`config.mk`:
```
export PLATFORM = sky130hd
export DESIGN_NAME = receptor_pcs
export DESIGN_NICKNAME = d
export VERILOG_FILES = /design/src/rtl/receptor_pcs.sv
export SDC_FILE = /design/constraint.sdc
export NUM_CORES = 1
export LEC_CHECK = 0
export CORE_AREA = 2 2 54 56
export CTS_BUF_LIST = sky130_fd_sc_hd__clkbuf_16
export DETAILED_ROUTE_END_ITERATION = 10
export DIE_AREA = 0 0 56 58
export PLACE_DENSITY = 0.78
export SLEW_MARGIN = 5
export SYNTH_ARGS = -nofsm -noshare
export SYNTH_HDL_FRONTEND = slang
export SYNTH_SLANG_ARGS = --single-unit
```
`constraint.sdc`:
```
create_clock -name GTX_CLK -period 4.3 [get_ports GTX_CLK]
set_clock_uncertainty 0.1 [all_clocks]
set_input_delay 0.86 -clock GTX_CLK [delete_from_list [all_inputs] [get_ports GTX_CLK]]
set_output_delay 0.86 -clock GTX_CLK [all_outputs]
set_load 0.005 [all_outputs]
```
`src/rtl/receptor_pcs.sv`:
```
// rtl/receptor_pcs.sv - 1000BASE-X PCS receive ordered-set state machine
module receptor_pcs (
    input  logic       GTX_CLK,
    input  logic       RESET,
    input  logic [7:0] rx_code_group,
    input  logic       rx_is_k,
    input  logic       sync_status,
    output logic [7:0] RXD,
    output logic       RX_DV,
    output logic       RX_ER,
    output logic       receiving,
    output logic       rx_even,
    output logic [7:0] pkt_count
);
    localparam logic [7:0] K_COMMA  = 8'hBC;
    localparam logic [7:0] K_SOP    = 8'hFB;
    localparam logic [7:0] K_EOP    = 8'hFD;
    localparam logic [7:0] K_CEXT   = 8'hF7;
    localparam logic [7:0] PREAMBLE = 8'h55;

    typedef enum logic [2:0] {
        LINK_FAILED, WAIT_FOR_K, RX_K, IDLE_D, RECEIVE, RX_ERROR, TRI
    } state_t;

    state_t     r_state;
    logic [7:0] r_rxd;
    logic       r_rx_dv;
    logic       r_rx_er;
    logic       r_receiving;
    logic       r_rx_even;
    logic [7:0] r_pkt_count;
    logic       r_pkt_err;

    logic w_comma;
    logic w_sop;
    logic w_eop;
    logic w_cext;

    assign w_comma = rx_is_k && (rx_code_group == K_COMMA);
    assign w_sop   = rx_is_k && (rx_code_group == K_SOP);
    assign w_eop   = rx_is_k && (rx_code_group == K_EOP);
    assign w_cext  = rx_is_k && (rx_code_group == K_CEXT);

    assign RXD       = r_rxd;
    assign RX_DV     = r_rx_dv;
    assign RX_ER     = r_rx_er;
    assign receiving = r_receiving;
    assign rx_even   = r_rx_even;
    assign pkt_count = r_pkt_count;

    always_ff @(posedge GTX_CLK or posedge RESET) begin
        if (RESET) begin
            r_state     <= LINK_FAILED;
            r_rxd       <= 8'h00;
            r_rx_dv     <= 1'b0;
            r_rx_er     <= 1'b0;
            r_receiving <= 1'b0;
            r_rx_even   <= 1'b0;
            r_pkt_count <= 8'h00;
            r_pkt_err   <= 1'b0;
        end else begin
            r_rx_even <= w_comma ? 1'b1 : ~r_rx_even;
            // Sync loss overrides every state; an in-flight packet ends with an error cycle.
            if (!sync_status) begin
                r_state     <= LINK_FAILED;
                r_rx_dv     <= 1'b0;
                r_rx_er     <= r_receiving;
                r_receiving <= 1'b0;
            end else begin
                case (r_state)
                    LINK_FAILED: begin
                        r_rx_dv     <= 1'b0;
                        r_rx_er     <= 1'b0;
                        r_receiving <= 1'b0;
                        r_state     <= WAIT_FOR_K;
                    end
                    WAIT_FOR_K: begin
                        r_rx_dv     <= 1'b0;
                        r_rx_er     <= 1'b0;
                        r_receiving <= 1'b0;
                        if (w_comma) r_state <= RX_K;
                    end
                    RX_K: begin
                        r_rx_dv     <= 1'b0;
                        r_rx_er     <= 1'b0;
                        r_receiving <= 1'b0;
                        r_state     <= rx_is_k ? WAIT_FOR_K : IDLE_D;
                    end
                    IDLE_D: begin
                        r_rx_er <= 1'b0;
                        if (w_comma) begin
                            r_rx_dv <= 1'b0;
                            r_state <= RX_K;
                        end else if (w_sop) begin
                            r_rxd       <= PREAMBLE;
                            r_rx_dv     <= 1'b1;
                            r_receiving <= 1'b1;
                            r_pkt_err   <= 1'b0;
                            r_state     <= RECEIVE;
                        end else begin
                            r_rx_dv <= 1'b0;
                            r_state <= WAIT_FOR_K;
                        end
                    end
                    RECEIVE: begin
                        if (!rx_is_k) begin
                            r_rxd   <= rx_code_group;
                            r_rx_dv <= 1'b1;
                            r_rx_er <= 1'b0;
                        end else if (w_eop) begin
                            r_rx_dv <= 1'b0;
                            r_rx_er <= 1'b0;
                            r_state <= TRI;
                        end else begin
                            r_rxd     <= rx_code_group;
                            r_rx_dv   <= 1'b1;
                            r_rx_er   <= 1'b1;
                            r_pkt_err <= 1'b1;
                            r_state   <= RX_ERROR;
                        end
                    end
                    RX_ERROR: begin
                        if (w_eop) begin
                            r_rx_dv <= 1'b0;
                            r_rx_er <= 1'b0;
                            r_state <= TRI;
                        end else if (w_comma) begin
                            r_rx_dv     <= 1'b0;
                            r_rx_er     <= 1'b0;
                            r_receiving <= 1'b0;
                            r_state     <= RX_K;
                        end else begin
                            r_rxd   <= rx_code_group;
                            r_rx_dv <= 1'b1;
                            r_rx_er <= 1'b1;
                        end
                    end
                    TRI: begin
                        r_rx_dv     <= 1'b0;
                        r_receiving <= 1'b0;
                        r_state     <= WAIT_FOR_K;
                        if (w_cext) begin
                            r_rx_er <= 1'b0;
                            if (!r_pkt_err) r_pkt_count <= r_pkt_count + 8'd1;
                        end else begin
                            r_rx_er <= 1'b1;
                        end
                    end
                    default: begin
                        r_rx_dv     <= 1'b0;
                        r_rx_er     <= 1'b0;
                        r_receiving <= 1'b0;
                        r_state     <= LINK_FAILED;
                    end
                endcase
            end
        end
    end
endmodule

```
==> flow_summary.toml, run 1 <==
[run_status]
outcome = "finished, final reports clean"

[finish]
drive_gt1_share_pct = 4.94
syn2layout_area_growth_pct = 30.9
nNetsFinal = 176
final_core_util_pct = 62.5
n_antenna_cell = 0
stdcell_count = 193
final_cell_mix = "clkdlybuf4s50_1, dfrtp_1, nand2_1"
layout_commonest_cell = "clkdlybuf4s50_1"

[floorplan]
die_w_um = 56
num_rows = 19
die-area_sq_um = 3250
initial_core_util_pct = 47.7
die_h_um = 58
ios = 32
core_sq_um = 2660

[clock_tree]
cts_htree_levels = 1
clk_latency_ns = 0.26
cts.sink_count = 24
numCtsBuffers = 3
cts-root-buf = "clkbuf_16"
cts_tree = "built"
clkSlewWorstSetupHoldPaths_ns = 0.06
post-cts-setup-buffers = 0
hold_buffers = 0
cts_resized = 0
clock_path_buffers = 2

[logic_synthesis]
ys.flop_type = "dfrtp_1"
synthSimpleGateAreaFrac_pct = 25.4
yosysUniqueCellTypes = 37
synthMuxAreaShare_pct = 7.19
synthCells = 132
synth.area.top_cells = "dfrtp_1, mux2i_1, nand2_1"
synthAdderAreaFrac_pct = 0.984
async_reset_ff_share_pct = 100
synth_fp_nets = 145
synthesis.area_sq_um = 1270
synthXorXnorAreaFrac_pct = 4.82
ys_seq_elements = 24
synth_edf_count = 0
synth_compound_area_share_pct = 8.07
synth_top_family_by_area = "simple AND/OR/NAND/NOR gates"
synth_top_area_share_pct = 47.2
synth_top_area_cell = "dfrtp_1"
seq_area_frac_synth_pct = 47.2
syn_area_per_cell_sq_um = 9.63
yosys_warnings = 0

[run]
cap_viol_max_count = 0

[setup_path]
r2r_slack_ns = 2.31
crit_end = "RXD[2]$_DFFE_PP0P_"
cp_max_fo = 9
cp.arrival_ns = 3.06
crit_path_start = "rx_is_k"
reg2regPathDepth = 6
crit_required_ns = 4.37
worstSetupStartpointType = "input port"
r2r_start = "r_state[1]$_DFFE_PP0P_"
r2r-end = "RXD[2]$_DFFE_PP0P_"
path_class = "in -> reg"
worstSetupEndpointType = "register"

[power]
powerDensity_nw_per_um2 = 299
ir_worst_vdd_v = 0.000282
combPwrFrac_pct = 10.5
intPower_mw = 0.387
seqPwrFrac_pct = 48.4
clock_power_share_pct = 41.1
power_switching_share_pct = 22.2
switching_power_mw = 0.110
leakage_nw = 0.726

[timing]
rsz0062_at_grt = "false"
setup_viol = 0
max_clock_freq_mhz = 335
setup_slack_ns = 1.31
tns_ns = 0
period_needed_ns = 2.99
final-max-slew-violation-count = 0
tightestPinTransition_ns = 0.898
slew_headroom_pct = 40.1
final_hold_viol_count = 0
period_share_pct = 69.5

[drt]
dr_total_vias = 1092
dr.pass1.iters = 4
viasPerCell = 5.66
drt-initial-drc-count = 22
drc = 0
wl_per_cell_um = 15.6
ant_nets = 0
routed_wirelength_mm = 3.01

[grt]
grt_start_max_net_pins = 25
grt-ovfl-total = 0
antenna_found_initial = 0
grt_pass1_wl_mm = 4.81
grt.total_usage_pct = 19.1
grt_pass1_vias = 1079

[placed_design]
gp_congestion = 0.876
pre_cts_ws_ns = 1.14
port_buffers = 31
dp.cells = 189
dp_hpwl_mm = 2.16

[min_path]
min_path_type = "reg -> reg"
==> worst max-delay path, cell delays in order <==
cell	delay, ns
clkdlybuf4s50_1	0.62
nand4_1	0.18
nor4_1	0.66
nor2_1	0.11
nor3_1	0.16
buf_4	0.22
mux2i_1	0.24
==> layer usage <==
layer / wire, um / track usage (%)
met2: 1480 / 34.3
met4: 71 / 8.16
met3: 225 / 3.79
met1: 1230 / 22.3
met5: 0 / 0
==> worst min-delay path by stage <==
stage,startpoint,to,slack [ns],depth (start not counted)
5_1_grt,rx_even$_DFF_PP0_,rx_even$_DFF_PP0_,0.38,1
3_3_place_gp,rx_even$_DFF_PP0_,rx_even$_DFF_PP0_,0.33,1
3_5_place_dp,rx_even$_DFF_PP0_,rx_even$_DFF_PP0_,0.34,1
4_1_cts,rx_even$_DFF_PP0_,rx_even$_DFF_PP0_,0.36,1
2_1_floorplan,rx_even$_DFF_PP0_,rx_even$_DFF_PP0_,0.33,1
6_report,rx_even$_DFF_PP0_,rx_even$_DFF_PP0_,0.36,1
==> power by group through the flow <==
stage	logic [mW]	clock network [mW]	registers, mW
final	0.0521	0.204	0.240
after global routing	0.0577	0.215	0.241
after CTS	0.0525	0.204	0.240
after detailed placement	0.0523	0	0.244
after global placement	0.0506	0	0.244
after floorplan	0.0210	0	0.244
==> final cells by class <==
cell class                 instances  area [sq um]
multi-input combinational         92           591
sequential                        24           601
clock inverter                     1          3.75
clock buffer                       3          75.1
tap                               31          38.8
inverter                          10          37.5
timing repair buffer              32           318
fill                             234           998
==> cells in the mapped netlist, types with 3 or more instances <==
cell type,instances
mux2i_1,8
buf_4,3
nand4_1,5
nand3_1,6
nor3_1,3
nand3b_1,3
nor2_1,10
a21oi_1,4
dfrtp_1,24
xnor2_1,5
and3_1,4
a31oi_1,4
nand2_1,14
inv_1,10
==> sequential cells by signal, summed over array words and instances, names as in the netlist <==
register	cells
RXD	8
pkt_count	8
r_state	3
RX_DV	1
RX_ER	1
r_pkt_err	1
receiving	1
rx_even	1
==> through the flow <==
stage | cell area (sq um) | power [mW] | hold slack [ns]
after floorplan | 1270 | 0.265 | 0.327
after global placement | 1590 | 0.294 | 0.326
after detailed placement | 1590 | 0.296 | 0.339
after CTS | 1660 | 0.497 | 0.357
after global routing | 1660 | 0.514 | 0.375
final | 1660 | 0.497 | 0.359
==> cells by family after synthesis <==
family                     count (synthesis)
muxes                                      9
adders and majority gates                  1
buffers and inverters                     16
DFF                                       24
and+or+nand+nor                           59
AOI/OAI and AO/OA                         16
xor gates and xnor gates                   7
Power figures use the tool's default switching activity.
==> run 2, diff against run 1 <==
CORE_AREA = 2 2 55 57   (was 2 2 54 56)
DIE_AREA = 0 0 57 59   (was 0 0 56 58)
PLACE_DENSITY = 0.76   (was 0.78)
clock period = 3.1 ns   (was 4.3 ns; I/O delays follow)
==> run 2 against run 1 <==
  * Final cell count grew 0.52%
  * Register-to-register slack worse by 1.2 ns
  * Wire length is 7.3% lower
  * Core utilization fell by 0.68 points
  * Worst setup slack worse by 0.69 ns
  * Critical endpoint is now pkt_count[1]$_DFFE_PP0P_
  * Largest power group unchanged
==> flow_summary.toml, run 2 (synthesis results as in run 1) <==
[drt]
wl_per_cell_um = 14.4
routed_wirelength_mm = 2.79
dr.pass1.iters = 4
drc = 0
wl_met1_mm = 1.20
dr.max_layer_used = "met4"
route.met3.wl_um = 119
viasPerCell = 5.64
dr_total_vias = 1095
ant_nets = 0
drt-initial-drc-count = 42
dr_wl_met2_mm = 1.43

[finish]
n_antenna_cell = 0
drive_gt1_share_pct = 6.13
final_cell_mix = "clkdlybuf4s50_1, dfrtp_1, nand2_1"
syn2layout_area_growth_pct = 31.8
nFillCells = 251
layout_commonest_cell = "clkdlybuf4s50_1"
stdcell_count = 194
nNetsFinal = 178

[clock_tree]
clk_latency_ns = 0.25
cts_resized = 0
cts.sink_count = 24
cts-root-buf = "clkbuf_16"
clock_path_buffers = 2
numCtsBuffers = 3
cts_tree = "built"
cts_htree_levels = 1
hold_buffers = 0
post-cts-setup-buffers = 0
clkSlewWorstSetupHoldPaths_ns = 0.06

[power]
powerDensity_nw_per_um2 = 403
ir_worst_vdd_v = 0.000287
leakage_nw = 0.734

[grt]
antenna_found_initial = 0
grt_pass1_wl_mm = 4.75
grt_pass1_vias = 1077
grt_start_max_net_pins = 25
grt-ovfl-total = 0
grt.total_usage_pct = 17.8

[placed_design]
dp_hpwl_mm = 2.08
dp.cells = 191
gp_congestion = 0.851
port_buffers = 31

[timing]
final_hold_viol_count = 0
tns_ns = 0
final-max-slew-violation-count = 0
hold_slack_ns = 0.343
period_share_pct = 79.8
max_clock_freq_mhz = 404
slew_headroom_pct = 39.9
period_needed_ns = 2.47
rsz0062_at_grt = "false"
tightestPinTransition_ns = 0.901
setup_viol = 0

[setup_path]
slowest_delay_ns = 0.56
path_class = "in -> reg"
worstSetupEndpointType = "register"
reg2regPathDepth = 6
crit_required_ns = 3.14
worstSetupStartpointType = "input port"
cp.buffers_inverters = 1
critPathSlowestCell = "clkdlybuf4s50_1"
cp_max_fo = 6
worstPathCellList = "clkdlybuf4s50_1, nand4_1, nor4_1, and2_1, mux2_2"
r2r-end = "RXD[6]$_DFFE_PP0P_"
crit_end = "pkt_count[1]$_DFFE_PP0P_"
cp_num_cells = 5
path_delay_family = "simple AND/OR/NAND/NOR gates"
cp.arrival_ns = 2.51
r2r_start = "r_state[1]$_DFFE_PP0P_"
r2r_slack_ns = 1.14
crit_path_start = "rx_is_k"

[run_status]
outcome = "finished, final reports clean"

[floorplan]
die_w_um = 57
die-area_sq_um = 3360
core_sq_um = 2710
initial_core_util_pct = 46.9
ios = 32
die_h_um = 59
num_rows = 19

[run]
cap_viol_max_count = 0

[min_path]
min_path_type = "reg -> reg"
[run 2: metrics by stage]
| stage | area [sq um] | util (%) | worst slack, ns | total power [mW] |
|---|---|---|---|---|
| final | 1680 | 61.8 | 0.627 | 0.675 |
| after global routing | 1680 | 61.8 | 0.499 | 0.700 |
| after CTS | 1680 | 61.8 | 0.620 | 0.679 |
| after detailed placement | 1600 | 59.0 | 0.380 | 0.412 |
| after global placement | 1600 | 59.0 | 0.476 | 0.410 |
| after floorplan | 1270 | - | 1.10 | 0.367 |
[run 2: worst register-to-register path, delay by kind of cell, from the launching register on]
kind                   cells  cell delay [ns]
AOI/OAI and AO/OA          1             0.19
buffers and inverters      1             0.19
DFF                        1             0.46
muxes                      1             0.13
and+or+nand+nor            3             0.78
[run 2: metal layers]
metal	global-route usage [%]	vias up
met4	5.98	0
met3	2.62	5
met2	31.9	30
li1	-	522
met5	0	-
met1	22.2	538
[run 2: report_power, final]
part           total, mW  internal [mW]  leakage (nW)  switching, mW
sequential         0.333          0.325         0.299        0.00825
clock              0.269          0.170        0.0370         0.0986
combinational     0.0727         0.0397         0.398         0.0330
total              0.675          0.535         0.734          0.140
[run 2: cell type report]
class	count	area [sq um]	share of cell area (%)
flip-flops and latches	24	601	35.8
clock buffers	3	75.1	4.48
well taps	31	38.8	2.32
multi-input cells	92	591	35.3
repair buffers	34	333	19.9
inverters	10	37.5	2.24
[run 2: worst min-delay path by stage]
stage                 startpoint  slack (ns)                end  cells past startpoint
2_1_floorplan  rx_even$_DFF_PP0_        0.33  rx_even$_DFF_PP0_                      1
3_3_place_gp   rx_even$_DFF_PP0_        0.32  rx_even$_DFF_PP0_                      1
3_5_place_dp   rx_even$_DFF_PP0_        0.34  rx_even$_DFF_PP0_                      1
4_1_cts        rx_even$_DFF_PP0_        0.35  rx_even$_DFF_PP0_                      1
5_1_grt        rx_even$_DFF_PP0_        0.35  rx_even$_DFF_PP0_                      1
6_report       rx_even$_DFF_PP0_        0.34  rx_even$_DFF_PP0_                      1
==> run 3, diff against run 2 <==
clock period = 2.3 ns   (was 3.1 ns; I/O delays follow)
==> run 3 against run 2 <==
  * First-iteration DRC count down 29%
  * Final area up 9.3%
  * Global-route usage grew 0.78 points
  * Critical path depth increased by 2
  * Sequential share of layout area shrank 3.1 points
  * Critical endpoint is now RXD[4]$_DFFE_PP0P_
  * Highest routed layer unchanged
  * Worst setup slack got worse by 0.51 ns
==> flow_summary.toml, run 3 (synthesis results as in run 1) <==
[run_status]
outcome = "finished, final reports clean"

[setup_path]
r2r_start = "r_state[1]$_DFFE_PP0P_"
worstPathCellList = "clkdlybuf4s50_1, nand4_1, or4_1, a21oi_1, nor3_1, buf_4, mux2i_1"
slowest_delay_ns = 0.53
cp_max_fo = 9
r2r-end = "RXD[4]$_DFFE_PP0P_"
cp.arrival_ns = 2.25
crit_required_ns = 2.38
critPathSlowestCell = "clkdlybuf4s50_1"
cp.buffers_inverters = 2
path_class = "in -> reg"
path_delay_family = "simple AND/OR/NAND/NOR gates"
worstSetupEndpointType = "register"
r2r_slack_ns = 0.40
worstSetupStartpointType = "input port"
reg2regPathDepth = 6

[min_path]
hp-start = "rx_even$_DFF_PP0_"
min_to = "rx_even$_DFF_PP0_"
min_path_type = "reg -> reg"
hold_path_depth = 1

[finish]
finalInstanceArea_sq_um = 1830
syn2layout_area_growth_pct = 44.1
nNetsFinal = 194
layout_commonest_cell = "clkdlybuf4s50_1"
n_antenna_cell = 0
nFillCells = 227
final_cell_mix = "clkdlybuf4s50_1, dfrtp_1, buf_4"
drive_gt1_share_pct = 15.6
final_core_util_pct = 67.6

[timing]
rsz0062_at_grt = "false"
max_clock_freq_mhz = 459
final-max-slew-violation-count = 0
final_hold_viol_count = 0
period_needed_ns = 2.18
setup_viol = 0
hold_slack_ns = 0.334
setup_slack_ns = 0.121
period_share_pct = 94.7
slew_headroom_pct = 68.7
tightestPinTransition_ns = 0.468

[floorplan]
core_sq_um = 2710
ios = 32
die-area_sq_um = 3360
num_rows = 19
initial_core_util_pct = 46.9
die_h_um = 59
die_w_um = 57

[run]
cap_viol_max_count = 0

[grt]
grt_pass1_wl_mm = 4.93
grt.total_usage_pct = 18.6
grt_start_max_net_pins = 25
grt-ovfl-total = 0
antenna_found_initial = 0
grt_pass1_vias = 1193

[drt]
routed_wirelength_mm = 3.01
wl_per_cell_um = 14.3
wl_met1_mm = 1.25
drt-initial-drc-count = 30
dr_wl_met2_mm = 1.57
dr.pass1.iters = 4
viasPerCell = 5.39
drc = 0
dr_total_vias = 1137
ant_nets = 0
route.met3.wl_um = 111
dr.max_layer_used = "met4"

[clock_tree]
hold_buffers = 0
clk_latency_ns = 0.25
numCtsBuffers = 3
cts_resized = 0
clkSlewWorstSetupHoldPaths_ns = 0.06
clock_path_buffers = 2
cts-root-buf = "clkbuf_16"
cts.sink_count = 24
cts_htree_levels = 1
post-cts-setup-buffers = 0
cts_tree = "built"

[power]
ir_worst_vdd_v = 0.000516
leakage_nw = 0.827
powerDensity_nw_per_um2 = 578

[placed_design]
port_buffers = 31
post_dp_cell_area_sq_um = 1720
pre_cts_ws_ns = -0.191
dp_hpwl_mm = 2.40
gp_congestion = 0.828
-- run 3: cell count changes in the layout (fill, tap and decap cells not counted), sizes merged --
cell,previous run,this run
buf,3,19
bufinv,0,1
-- run 3: area by class of cell --
| type | instances | area (sq um) | share of cell area [%] |
|---|---|---|---|
| Multi-Input combinational cell | 92 | 597 | 32.6 |
| Inverter | 10 | 37.5 | 2.05 |
| Clock inverter | 1 | 30.0 | 1.64 |
| Tap cell | 31 | 38.8 | 2.12 |
| Sequential cell | 24 | 601 | 32.8 |
| Timing Repair Buffer | 50 | 453 | 24.7 |
| Clock buffer | 3 | 75.1 | 4.10 |
-- run 3: worst max-delay path by stage --
stage	slack [ns]	end	depth (start not counted)	startpoint
after detailed placement	-0.19	RXD[4]$_DFFE_PP0P_	7	rx_code_group[0]
after global placement	-0.10	RXD[2]$_DFFE_PP0P_	7	rx_code_group[5]
after CTS	0.09	RXD[4]$_DFFE_PP0P_	7	rx_code_group[0]
final	0.12	RXD[4]$_DFFE_PP0P_	7	rx_code_group[5]
after global routing	0.04	RXD[6]$_DFFE_PP0P_	8	rx_code_group[0]
after floorplan	0.46	RXD[0]$_DFFE_PP0P_	7	rx_code_group[1]
-- run 3: through the flow --
step,cells,total power [mW],setup TNS [ns]
4_1_cts,211,1.07,0
2_1_floorplan,132,0.495,0
5_1_grt,211,1.09,0
3_3_place_gp,207,0.566,-0.895
6_report,211,1.06,0
3_5_place_dp,207,0.573,-1.67
-- run 3: report_power, final --
part           leakage [nW]  total, mW  switching [mW]  internal, mW
Clock                0.0511      0.493           0.147         0.346
Sequential            0.299      0.449          0.0114         0.438
Combinational         0.476      0.115          0.0492        0.0660
-- run 3: metal layers --
metal	GRT usage, %	vias up
met3	2.62	6
met4	8.64	0
met1	21.2	539
li1	-	557
met5	0	-
met2	34.5	35
